$ cat src/rtl/stream_encryptor.sv
// Shift-cipher stream encryptor with frame tagging; 1-cycle latency through a 2-entry skid buffer.
// in_ready is registered (low only when both entries are full); optional checksum via STREAM_FRAME_CHK_EN.
module stream_encryptor #(
    parameter int MSG_LEN = 6,
    parameter int SEC_LEN = 3
) (
    input  logic        clk,
    input  logic        rst,
    input  logic        in_valid,
    output logic        in_ready,
    input  logic [7:0]  in_data,
    output logic        out_valid,
    input  logic        out_ready,
    output logic [7:0]  out_data,
    output logic        out_case,
    output logic        out_last,
    output logic [15:0] frame_cnt,
    output logic [7:0]  frame_chk
);
    typedef enum logic [1:0] {EMPTY, ONE, TWO} state_t;

    localparam logic [7:0] LAST_POS = 8'(MSG_LEN - 1);
    localparam logic [7:0] SHIFT    = 8'(SEC_LEN);

    state_t     r_state, w_state_nxt;
    logic       r_in_ready;
    logic [7:0] r_pos;
    logic [7:0] r_head_data, r_skid_data;
    logic       r_head_case, r_skid_case;
    logic       r_head_last, r_skid_last;
    logic [15:0] r_frame_cnt;

    logic       w_in_xfer, w_out_xfer;
    logic       w_load_head_in, w_load_head_skid, w_load_skid;
    logic       w_is_upper, w_is_lower;
    logic [7:0] w_idx, w_sum, w_shift;
    logic [7:0] w_enc_data;
    logic       w_enc_last;

    assign out_valid  = (r_state != EMPTY);
    assign in_ready   = r_in_ready;
    assign w_in_xfer  = in_valid & r_in_ready;
    assign w_out_xfer = out_valid & out_ready;
    assign out_data   = r_head_data;
    assign out_case   = r_head_case;
    assign out_last   = r_head_last;
    assign frame_cnt  = r_frame_cnt;
    assign w_enc_last = (r_pos == LAST_POS);

    // 0x41..0x5A = 'A'..'Z', 0x61..0x7A = 'a'..'z'
    always_comb begin
        w_is_upper = (in_data >= 8'h41) && (in_data <= 8'h5A);
        w_is_lower = (in_data >= 8'h61) && (in_data <= 8'h7A);
        w_idx      = w_is_lower ? (in_data - 8'h61) : (in_data - 8'h41);
        w_sum      = w_idx + SHIFT;
        w_shift    = (w_sum >= 8'd26) ? (w_sum - 8'd26) : w_sum;
        w_enc_data = (w_is_upper || w_is_lower) ? (8'h41 + w_shift) : in_data;
    end

    always_ff @(posedge clk or posedge rst) begin
        if (rst) begin
            r_state    <= EMPTY;
            r_in_ready <= 1'b0;
        end else begin
            r_state    <= w_state_nxt;
            r_in_ready <= (w_state_nxt != TWO);
        end
    end

    always_comb begin
        w_state_nxt      = r_state;
        w_load_head_in   = 1'b0;
        w_load_head_skid = 1'b0;
        w_load_skid      = 1'b0;
        case (r_state)
            EMPTY: begin
                if (w_in_xfer) begin
                    w_state_nxt    = ONE;
                    w_load_head_in = 1'b1;
                end
            end
            ONE: begin
                if (w_in_xfer && w_out_xfer) begin
                    w_load_head_in = 1'b1;
                end else if (w_in_xfer) begin
                    w_state_nxt = TWO;
                    w_load_skid = 1'b1;
                end else if (w_out_xfer) begin
                    w_state_nxt = EMPTY;
                end
            end
            TWO: begin
                if (w_out_xfer) begin
                    w_state_nxt      = ONE;
                    w_load_head_skid = 1'b1;
                end
            end
            default: w_state_nxt = EMPTY;
        endcase
    end

    always_ff @(posedge clk or posedge rst) begin
        if (rst) begin
            r_head_data <= 8'h00;
            r_head_case <= 1'b0;
            r_head_last <= 1'b0;
            r_skid_data <= 8'h00;
            r_skid_case <= 1'b0;
            r_skid_last <= 1'b0;
        end else begin
            if (w_load_head_in) begin
                r_head_data <= w_enc_data;
                r_head_case <= w_is_lower;
                r_head_last <= w_enc_last;
            end else if (w_load_head_skid) begin
                r_head_data <= r_skid_data;
                r_head_case <= r_skid_case;
                r_head_last <= r_skid_last;
            end
            if (w_load_skid) begin
                r_skid_data <= w_enc_data;
                r_skid_case <= w_is_lower;
                r_skid_last <= w_enc_last;
            end
        end
    end

    // Frame position is assigned at input so each byte carries its own last tag.
    always_ff @(posedge clk or posedge rst) begin
        if (rst) begin
            r_pos       <= 8'd0;
            r_frame_cnt <= 16'd0;
        end else begin
            if (w_in_xfer) begin
                r_pos <= w_enc_last ? 8'd0 : (r_pos + 8'd1);
            end
            if (w_out_xfer && r_head_last) begin
                r_frame_cnt <= r_frame_cnt + 16'd1;
            end
        end
    end

`ifdef STREAM_FRAME_CHK_EN
    logic [7:0] r_chk_acc;
    logic [7:0] r_frame_chk;

    always_ff @(posedge clk or posedge rst) begin
        if (rst) begin
            r_chk_acc   <= 8'h00;
            r_frame_chk <= 8'h00;
        end else if (w_out_xfer) begin
            if (r_head_last) begin
                r_frame_chk <= r_chk_acc ^ r_head_data;
                r_chk_acc   <= 8'h00;
            end else begin
                r_chk_acc   <= r_chk_acc ^ r_head_data;
            end
        end
    end

    assign frame_chk = r_frame_chk;
`else
    assign frame_chk = 8'h00;
`endif

endmodule
$ cat config.mk
export PLATFORM = sky130hd
export DESIGN_NAME = stream_encryptor
export DESIGN_NICKNAME = d
export VERILOG_FILES = /design/src/rtl/stream_encryptor.sv
export SDC_FILE = /design/constraint.sdc
export NUM_CORES = 1
export LEC_CHECK = 0
export CAP_MARGIN = 20
export CORE_MARGIN = 3
export CORE_UTILIZATION = 44
export DETAILED_ROUTE_END_ITERATION = 8
export PLACE_DENSITY = 0.67
export SYNTH_ARGS = -nofsm -noshare
export SYNTH_HDL_FRONTEND = slang
export SYNTH_SLANG_ARGS = --single-unit
$ cat constraint.sdc
create_clock -name clk -period 4.15 [get_ports clk]
set_clock_uncertainty 0.05 [all_clocks]
set_input_delay 0.6225 -clock clk [delete_from_list [all_inputs] [get_ports clk]]
set_output_delay 0.6225 -clock clk [all_outputs]
set_load 0.01 [all_outputs]
Yosys cells after proc, flatten, opt, wreduce, memory -nomap -nowiden
Cells that the tools add are included.
Widths: inputs -> output; s select.

storage, ports and cells
  register bits = 47
  bits in latches = 0
  RAM bits = 0
  ROM bits = 0
  input bits = 12
  output and inout port bits = 36
  logic and storage cells = 59
  memories kept = 0

cells by class
  add/subtract/negate cells = 7
  $mul = 0
  divide/modulo/power cells = 0
  magnitude comparators = 5
  equality and inequality tests = 4
  shift operators = 0
  muxes and demuxes = 23
  bitwise operators = 2
  reduce and logical (&&, ||, !) cells = 8

operators with widths
  operator               count
  $mux 8                 6
  $add 16x1->16 const B  1
  $ge 8x7->1 const B     2
  $le 8x7->1 const B     2
  $sub 8x7->8 const B    2
  $mux 1                 10
  $mux 2                 5
  $add 7x8->8 const A    1
  $add 8x1->8 const B    1
  $add 8x2->8 const B    1
  $eq 8x3->1 const B     1
  $ge 8x5->1 const B     1
  $sub 8x5->8 const B    1
  $pmux 2 s3             1
  $logic_and 1x1->1      4
  $reduce_bool 2->1      2
  $and 1x1->1            2
  $eq 2x1->1 const B     1
  $eq 2x2->1 const B     1
  $logic_not 2->1        1
  $ne 2x2->1 const B     1
  $pmux 1 s2             1
  $logic_or 1x1->1       1

Logic depth before layout (Yosys ltp)
Gate-level depths: netlist of run 1.

  depth after elaboration = 9
  gate-level depth with buffers = 17
  depth with buffers taken out = 14

Worst setup path after synthesis of run 1
OpenSTA, ideal clock, no wires.

  kind = input to register
  from = input port in_data[0]
  to = register r_skid_data[4]
  library setup time = 0.137 ns
  data arrival time = 3.746 ns
  required time = 3.963 ns
  path slack = 0.218 ns
  stages on the path = 16
  buffers on the path = 2
  path through = buf_4 inv_1 ha_1 or4b_1 or3_4 o211ai_4 and3_1 nor3b_2 o31a_1 buf_6 xnor2_1 ha_1 o2111a_1 or3_1 a31oi_1 a21oi_1

on the way
  word-level cells in the longest chain between the ends = 8
  elaborated cells on any way between the ends = 16
  classes of those cells = add/sub: 5; order compare: 5; mux: 3; reduce/logical: 3

RTL lines
  what                                       line  RTL
  start: declaration                         11    input logic [7:0] in_data,
  $ge 8x7->1 or $le 8x7->1 (tied branches)   53    w_is_lower = (in_data >= 8'h61) && (in_data <= 8'h7A);
  $logic_and 1x1->1                          53
  $mux 8                                     54    w_idx = w_is_lower ? (in_data - 8'h61) : (in_data - 8'h41);
  $add 8x2->8                                55    w_sum = w_idx + SHIFT;
  $sub 8x5->8 or $ge 8x5->1 (tied branches)  56    w_shift = (w_sum >= 8'd26) ? (w_sum - 8'd26) : w_sum;
  $mux 8                                     56
  $add 7x8->8                                57    w_enc_data = (w_is_upper || w_is_lower) ? (8'h41 + w_shift) : in_data;
  $mux 8 (*)                                 57
  end signal: assignment                     121   r_skid_data <= w_enc_data;
  end: declaration                           28    logic [7:0] r_head_data, r_skid_data;

Mark *: on every way between the ends. The rest lies on a longest branch, timed or not.
A chain may end at the register's enable or synchronous reset.

Worst setup path after layout of run 1
  from = input port in_data[0]
  to = register r_skid_data[6]

The elaborated chain is that of the path after synthesis.

==> impl_summary.txt, run 1 <==
----------------------------------------------------
[Run status]
  Result of the run ... finished, final reports clean

[Setup path]
  Worst reg-to-reg setup slack ... 2.14 ns
  Category of the worst setup path launch point ... input port
  Delay contributed by the slowest stage of the critical path ... 0.47 ns
  Kind of end point of the critical path ... register
  Worst path required time ... 4.27 ns
  Worst Path Arrival ... 4.00 ns
  Endpoint of the lowest-slack register-to-register path ... frame_cnt[15]
  Reg2reg path depth ... 7
  Slowest cell on the critical path ... sky130_fd_sc_hd__or4b_1
  Peak fanout along the critical path ... 5
  Critical path class ... in2reg
  Launch point of the worst reg-to-reg path ... r_state[1]
  Critical path, cell by cell ... clkdlybuf4s50_1 -> inv_1 -> ha_1 -> or4b_1 -> or3_4 -> o211ai_4 -> and3_1 -> nor3b_2 -> o31a_1 -> xnor2_1 -> ha_1 -> nor3b_1 -> a2bb2oi_1 -> xnor2_1 -> o21ai_1

[Synthesis]
  Post-synth cell types ... 67
  Proportion of netlist area held by the largest area contributor ... 34.5%
  Post-synthesis adder-cell area fraction ... 4.77%
  Post-synthesis cell type with the largest combined area ... sky130_fd_sc_hd__dfrtp_1
  Commonest register cell after synthesis ... sky130_fd_sc_hd__dfrtp_1
  Share of the synthesized area in compound gates (AO/OA/AOI/OAI) ... ~18%
  Number of warnings printed during yosys synthesis ... 0
  Netlist area before placement ... 3410 um2
  Synthesized area per cell ... around 9 um2
  Most instantiated library cell after synthesis ... sky130_fd_sc_hd__dfrtp_1
  Multiplexer share of the synthesized area ... roughly 5.2%
  Fraction of synthesis flops using an asynchronous set or reset pin ... 100%
  Synthesized instance count ... around 380
  Sequential-to-total area share from yosys stat ... roughly a third
  Synth Area in XOR/XNOR ... a little under a tenth
  Ranking of synthesized cells by area ... sky130_fd_sc_hd__dfrtp_1 (34%), sky130_fd_sc_hd__xnor2_1 (6.4%), sky130_fd_sc_hd__ha_1 (4.8%)
  Basic-gate share of the synthesized area counting and, or, nand and nor cells ... 22.0%
  FF+latch count, synth ... 47
  EDFF count, synth ... 0
  Synth top cells by count ... sky130_fd_sc_hd__dfrtp_1 (47), sky130_fd_sc_hd__nand2_1 (39), sky130_fd_sc_hd__nor2_1 (27)
  Combinational family with the most area after synthesis ... simple AND/OR/NAND/NOR gates

[Route]
  Wire length reported by the detailed router ... 7.70 mm
  Antenna-violating nets left ... 0
  Per-cell via count in the routed design ... about 5.4
  DRC ... 0
  Average wire per standard cell ... 13.9 um
  Number of vias after detailed routing ... about 3,000
  Detailed Routing Iterations Pass 1 ... 6
  Iter 0 DRT Violations ... 104

[Die]
  Standard-cell row count ... 31
  I/O Pins ... between 40 and 50
  Core region area ... about 7400 um2
  Die Width ... ~94 um
  Initial cell density of the core ... 46.3%
  Overall die height ... 94.0 um
  Die footprint ... 8840 um2

[Global route]
  Number of antenna violations at the first check in global routing ... 0
  First-pass GRT wire length ... 12.9 mm
  Vias in the first global route ... 2,777
  Residual overflow from global routing ... 0
  Largest net degree at the start of global routing ... 48
  Gr usage total ... 18.0%

[CTS]
  Buffer count from post-CTS setup fixing ... 0
  Clock tree from TritonCTS ... yes
  Clock latency at the later pin of the worst-skew pair ... 0.29 ns
  H-Tree Depth ... 2
  Resized cells post-CTS ... 0
  Maximum count of clock buffers along a single path ... 2
  Clock Pin Slew Worst Setup and Hold Paths ... 0.09 ns
  Hold_buf cts ... 0
  Clock root buffer ... sky130_fd_sc_hd__clkbuf_8
  Cts bufs inserted ... 5
  Sink count of the clock tree ... 47

[Timing]
  Max Fclk ... 258 MHz
  Aggregate negative setup slack ... 0 ns
  Setup slack of the critical path after layout ... 0.273 ns
  Hold Fails Final Rpt ... 0
  Setup repair after global routing missed its margin ... false
  Fraction of the cycle the final worst path needs ... between 90% and 100%
  Worst Tran Pin Value ... 0.941 ns
  Setup-violating endpoint count in the final report ... 0
  Shortest period the worst path allows ... 3.88 ns
  Slew headroom ... ~37%
  Max-slew violation count ... 0

[Placed design]
  Placer's final routability congestion estimate ... 0.927
  Port Buf Inserts ... 39
  Setup slack after placement ... -0.0552 ns
  Number of placed instances, taps included ... 545
  Cell area reported after detailed placement ... around 4200 um2
  Post-DP HPWL ... 6.28 mm

[Power and ir drop]
  Leakage Power ... ~1.9 nW
  Pwr/cell area ... 407 nW/um2
  Maximum resistive drop on vdd ... approximately 170 uV

[Min path]
  Worst Hold Path Cells ... 1
  Hold/Removal Path Class ... reg2reg
  Worst hold start ... frame_cnt[15]
  Endpoint, Worst Hold ... frame_cnt[15]

[Cells and area]
  Share of layout cells above drive strength 1 ... between 10% and 20%
  Layout Cell Area excl Fill ... 4260 um2
  Non-Filler Instances ... 552
  Area added between synthesis and finish ... 25.0%
  Nets ... 478
  Utilization of the core after routing ... 57.8%
  Count of filler cells inserted in the layout ... 678
  ANT cells ... 0

[Run]
  Maxcap violations ... 0

----------------------------------------------------
==> logic make-up (layout without fill, tap and decap cells) <==
logic type / Yosys count / count (layout)
flip-flops: 47 / 47
AO/OA/AOI/OAI: 87 / 87
buffers and inverters: 38 / 106
multiplexers: 17 / 17
adder cells (fa/ha/maj): 13 / 13
XOR/XNOR: 34 / 34
other: 1 / 8
AND/OR/NAND/NOR: 141 / 141
==> state kept, by name, summed over array words and instances, names as in the netlist <==
name and count:
out_last 1, out_case 1, r_skid_data 8, r_skid_last 1, frame_cnt 16, r_pos 8, in_ready 1, r_skid_case 1
r_state 2, out_data 8
==> power by group <==
part,leakage (nW),switching (mW),internal (mW),total [mW]
registers,0.590,0.0990,0.590,0.689
logic,1.22,0.351,0.371,0.723
clock network,0.0513,0.146,0.177,0.323
==> final cells by class <==
class | count | area, um2 | share of cell area (%)
Clock inverter | 1 | 30.0 | 0.704
Multi-Input combinational cell | 300 | 2070 | 48.6
Tap cell | 99 | 124 | 2.91
Clock buffer | 6 | 72.6 | 1.70
Inverter | 14 | 52.6 | 1.23
Timing Repair Buffer | 85 | 736 | 17.3
Sequential cell | 47 | 1180 | 27.6
==> layer usage <==
layer / share of wire (%) / track usage [%] / up-vias / routed length [um]
li1: - / - / 1498 / -
met1: 44 / 22.5 / 1403 / 3380
met2: 49 / 31.8 / 80 / 3800
met3: 4.9 / 2.24 / 10 / 378
met4: 1.8 / 6.50 / 0 / 140
met5: 0 / 0 / - / 0
==> cell usage in the layout, fill, tap and decap left out, drive strengths merged, types with 4 or more instances in the layout <==
cell type	synthesis	routed
a21oi	18	18
a31oi	5	5
and2	6	6
and3	5	5
buf	14	46
clkbuf	10	6
clkdlybuf4s50	0	39
conb	1	8
dfrtp	47	47
ha	13	13
inv	14	14
mux2	7	7
mux2i	10	10
nand2	39	39
nand3	14	14
nand4	7	7
nor2	27	27
nor3	11	11
o21ai	18	18
or2	4	4
or3	7	7
xnor2	27	27
xor2	7	7
==> through the flow <==
stage          total power [mW]  hold WS (ns)
3_3_place_gp               1.41         0.412
3_5_place_dp               1.43         0.424
4_1_cts                    1.75         0.436
2_1_floorplan              1.13         0.396
5_1_grt                    1.86         0.454
6_report                   1.74         0.429
==> worst max-delay path: cells and delay by family <==
kind / cells / cell delay [ns]
xor+xnor: 2 / 0.29
simple gates: 5 / 1.52
fa+ha+maj: 2 / 0.43
compound gates: 4 / 0.61
buf+inv: 2 / 0.50
==> worst max path at each step <==
stage,cells past startpoint,to,start,slack [ns]
floorplan,16,r_skid_data[4],in_data[0],0.22
global placement,16,out_data[4],in_data[1],0.05
detailed placement,15,r_skid_data[6],in_data[0],-0.06
CTS,15,r_skid_data[6],in_data[0],0.25
global route,15,r_skid_data[6],in_data[0],0.01
finish,15,r_skid_data[6],in_data[0],0.27
No activity file was read; power rests on OpenSTA's default activity.
==> inputs of run 2 (changes only) <==
--- a/config.mk
+++ b/config.mk
@@ -5,7 +5,6 @@
 export SDC_FILE = /design/constraint.sdc
 export NUM_CORES = 1
 export LEC_CHECK = 0
-export CAP_MARGIN = 20
 export CORE_MARGIN = 3
 export CORE_UTILIZATION = 44
 export DETAILED_ROUTE_END_ITERATION = 8
==> constraint.sdc (replaced) <==
create_clock -name clk -period 4.15 [get_ports clk]
set_clock_uncertainty 0.05 [all_clocks]
set_input_delay 0.83 -clock clk [delete_from_list [all_inputs] [get_ports clk]]
set_output_delay 0.83 -clock clk [all_outputs]
set_load 0.01 [all_outputs]
==> impl_summary.txt, run 2 (synthesis gave the netlist of run 1 again) <==
----------------------------------------------------
[Placed design]
  Placer's final routability congestion estimate ... 0.845 (-8.8%)
  Post-DP HPWL ... 6.46 mm (+2.7%)
  Port Buf Inserts ... 39 (unchanged)

[Setup path]
  Category of the worst setup path launch point ... input port
  Kind of cell adding the most delay to the critical path ... simple AND/OR/NAND/NOR gates
  Sum of buffers and inverters on the critical path ... 4 (+2)
  Launch point of the worst reg-to-reg path ... r_state[1]
  Critical path, cell by cell ... clkdlybuf4s50_1 -> inv_1 -> buf_4 -> ha_1 -> a21boi_4 -> xnor2_2 -> or3_4 -> and3_4 -> nor3b_4 -> o31a_1 -> buf_4 -> o2111a_2 -> or3_4 -> a31oi_4 -> o21ai_1
  Worst Path Arrival ... 4.13 ns (+0.13 ns)
  Critical path class ... in2reg
  Kind of end point of the critical path ... register
  Worst path required time ... 4.25 ns (-0.02 ns)
  Slowest cell on the critical path ... sky130_fd_sc_hd__clkdlybuf4s50_1
  Peak fanout along the critical path ... 6 (+1)
  Delay contributed by the slowest stage of the critical path ... 0.48 ns (about the same)
  Launch point of the worst path ... in_data[1]

[Die]
  Core region area ... 7370 um2 (unchanged)
  Initial cell density of the core ... 46.3% (unchanged)
  Die footprint ... 8840 um2 (unchanged)
  I/O Pins ... 48 (unchanged)
  Overall die height ... 94.0 um (unchanged)
  Standard-cell row count ... 31 (unchanged)
  Die Width ... 94.0 um (unchanged)

[Run]
  Maxcap violations ... 0 (unchanged)

[CTS]
  Cts bufs inserted ... 5 (unchanged)
  Clock root buffer ... sky130_fd_sc_hd__clkbuf_8
  H-Tree Depth ... 2 (unchanged)
  Maximum count of clock buffers along a single path ... 2 (unchanged)
  Hold_buf cts ... 0 (unchanged)
  Buffer count from post-CTS setup fixing ... 0 (unchanged)
  Resized cells post-CTS ... 0 (unchanged)
  Clock Pin Slew Worst Setup and Hold Paths ... 0.08 ns (about the same)
  Clock tree from TritonCTS ... yes
  Clock latency at the later pin of the worst-skew pair ... 0.30 ns (about the same)
  Sink count of the clock tree ... 47 (unchanged)

[Timing]
  Fraction of the cycle the final worst path needs ... 97.1% (+3.7 points)
  Max-slew violation count ... 0 (unchanged)
  Slew headroom ... 36.9% (-0.24 points)
  WHS ... 0.430 ns (+0.000932 ns)
  Setup-violating endpoint count in the final report ... 0 (unchanged)
  Aggregate negative setup slack ... 0 ns (unchanged)
  Worst Tran Pin Value ... 0.945 ns (+0.00366 ns)
  Shortest period the worst path allows ... 4.03 ns (+0.154 ns)
  Hold Fails Final Rpt ... 0 (unchanged)
  Max Fclk ... 248 MHz (-3.8%)

[Power and ir drop]
  Leakage Power ... 2.00 nW (+7.3%)
  Pwr/cell area ... 384 nW/um2 (-5.8%)
  Maximum resistive drop on vdd ... 146 uV (-13%)

[Global route]
  First-pass GRT wire length ... 13.7 mm (+6.6%)
  Number of antenna violations at the first check in global routing ... 0 (unchanged)
  Vias in the first global route ... 2,930 (+5.5%)
  Gr usage total ... 19.2% (+1.1 points)
  Largest net degree at the start of global routing ... 48 (unchanged)
  Residual overflow from global routing ... 0 (unchanged)

[Cells and area]
  Utilization of the core after routing ... 61.7% (+3.9 points)
  Leading cell type in the layout, fill and taps excluded ... sky130_fd_sc_hd__buf_4
  Number of flip-flops in the largest register ... 16 (unchanged)
  Most used cells in the layout excluding fill and tap cells ... sky130_fd_sc_hd__buf_4 (73), sky130_fd_sc_hd__dfrtp_1 (47), sky130_fd_sc_hd__nand2_1 (39), sky130_fd_sc_hd__clkdlybuf4s50_1 (39), sky130_fd_sc_hd__nor2_1 (26)
  Area added between synthesis and finish ... 33.3%
  Nets ... 505 (+5.6%)
  ANT cells ... 0 (unchanged)
  Share of layout cells above drive strength 1 ... 24.3% (+7.5 points)
  Count of filler cells inserted in the layout ... 648 (-4.4%)

[Route]
  Per-cell via count in the routed design ... 5.31 (-2.1%)
  Antenna-violating nets left ... 0 (unchanged)
  Number of vias after detailed routing ... 3,077 (+2.9%)
  Detailed Routing Iterations Pass 1 ... 4 (-2)
  DRC ... 0 (unchanged)
  Iter 0 DRT Violations ... 123 (+18%)
  Average wire per standard cell ... 13.8 um (-1.0%)
  Wire length reported by the detailed router ... 8.01 mm (+4.0%)

[Min path]
  Worst hold start ... frame_cnt[15]
  Hold/Removal Path Class ... reg2reg

[Run status]
  Result of the run ... finished, final reports clean

----------------------------------------------------
==> run 2: changes by cell type in the layout (fill, tap and decap cells not counted), moves of 2 or more <==
cell,previous run,this run
sky130_fd_sc_hd__buf_4,46,73
sky130_fd_sc_hd__a2bb2oi_1,2,0
sky130_fd_sc_hd__a2bb2oi_2,0,2
sky130_fd_sc_hd__ha_1,13,11
sky130_fd_sc_hd__nor3b_4,0,2
sky130_fd_sc_hd__o311ai_0,2,0
sky130_fd_sc_hd__o311ai_1,1,3
==> run 2: worst paths after layout <==
kind | end | slack (ns) | cells past startpoint
hold / removal | frame_cnt[15] | 0.43 | 1
setup / recovery | out_data[4] | 0.12 | 15
setup reg to reg | frame_cnt[15] | 2.14 | 7
hold reg to reg | frame_cnt[15] | 0.43 | 1
max in group asynchronous | r_skid_data[7] | 2.45 | 2
min in group asynchronous | r_pos[7] | 1.01 | 2
==> run 2: area by class of cell <==
cell class	count	area (um2)	area share, %
clock buffers	6	72.6	1.60
well taps	99	124	2.72
flip-flops and latches	47	1180	25.9
inverters	14	52.6	1.16
repair buffers	112	938	20.6
multi-input cells	300	2170	47.7
clock inverters	2	12.5	0.275
==> run 2: per-stage QoR <==
step,setup WS (ns),instance area [um2],cells,power (mW)
after global routing,-0.0339,4550,580,1.88
final,0.119,4550,580,1.74
after floorplan,0.0102,3440,385,1.13
after global placement,-0.147,4360,572,1.45
after detailed placement,-0.257,4360,572,1.47
after CTS,0.0443,4450,580,1.74
==> run 2: where the power goes <==
group | switching [mW] | leakage (nW) | internal, mW | total, mW
logic | 0.374 | 1.36 | 0.413 | 0.787
registers | 0.102 | 0.590 | 0.590 | 0.692
clock network | 0.147 | 0.0412 | 0.118 | 0.265
==> run 2: routing by layer <==
metal | GRT usage (%) | vias to the layer above | share of wire (%)
li1 | - | 1552 | -
met1 | 24.2 | 1441 | 43
met2 | 33.7 | 67 | 50
met3 | 1.84 | 17 | 3.4
met4 | 6.98 | 0 | 2.8
met5 | 0 | - | 0
==> inputs of run 3 (changes only) <==
--- a/config.mk
+++ b/config.mk
@@ -7,6 +7,7 @@
 export LEC_CHECK = 0
 export CORE_MARGIN = 3
 export CORE_UTILIZATION = 44
+export CTS_CLUSTER_SIZE = 14
 export DETAILED_ROUTE_END_ITERATION = 8
 export PLACE_DENSITY = 0.67
 export SYNTH_ARGS = -nofsm -noshare
==> results of run 3 <==
Same layout as run 2: the final DEF is identical, and so are final timing and power.
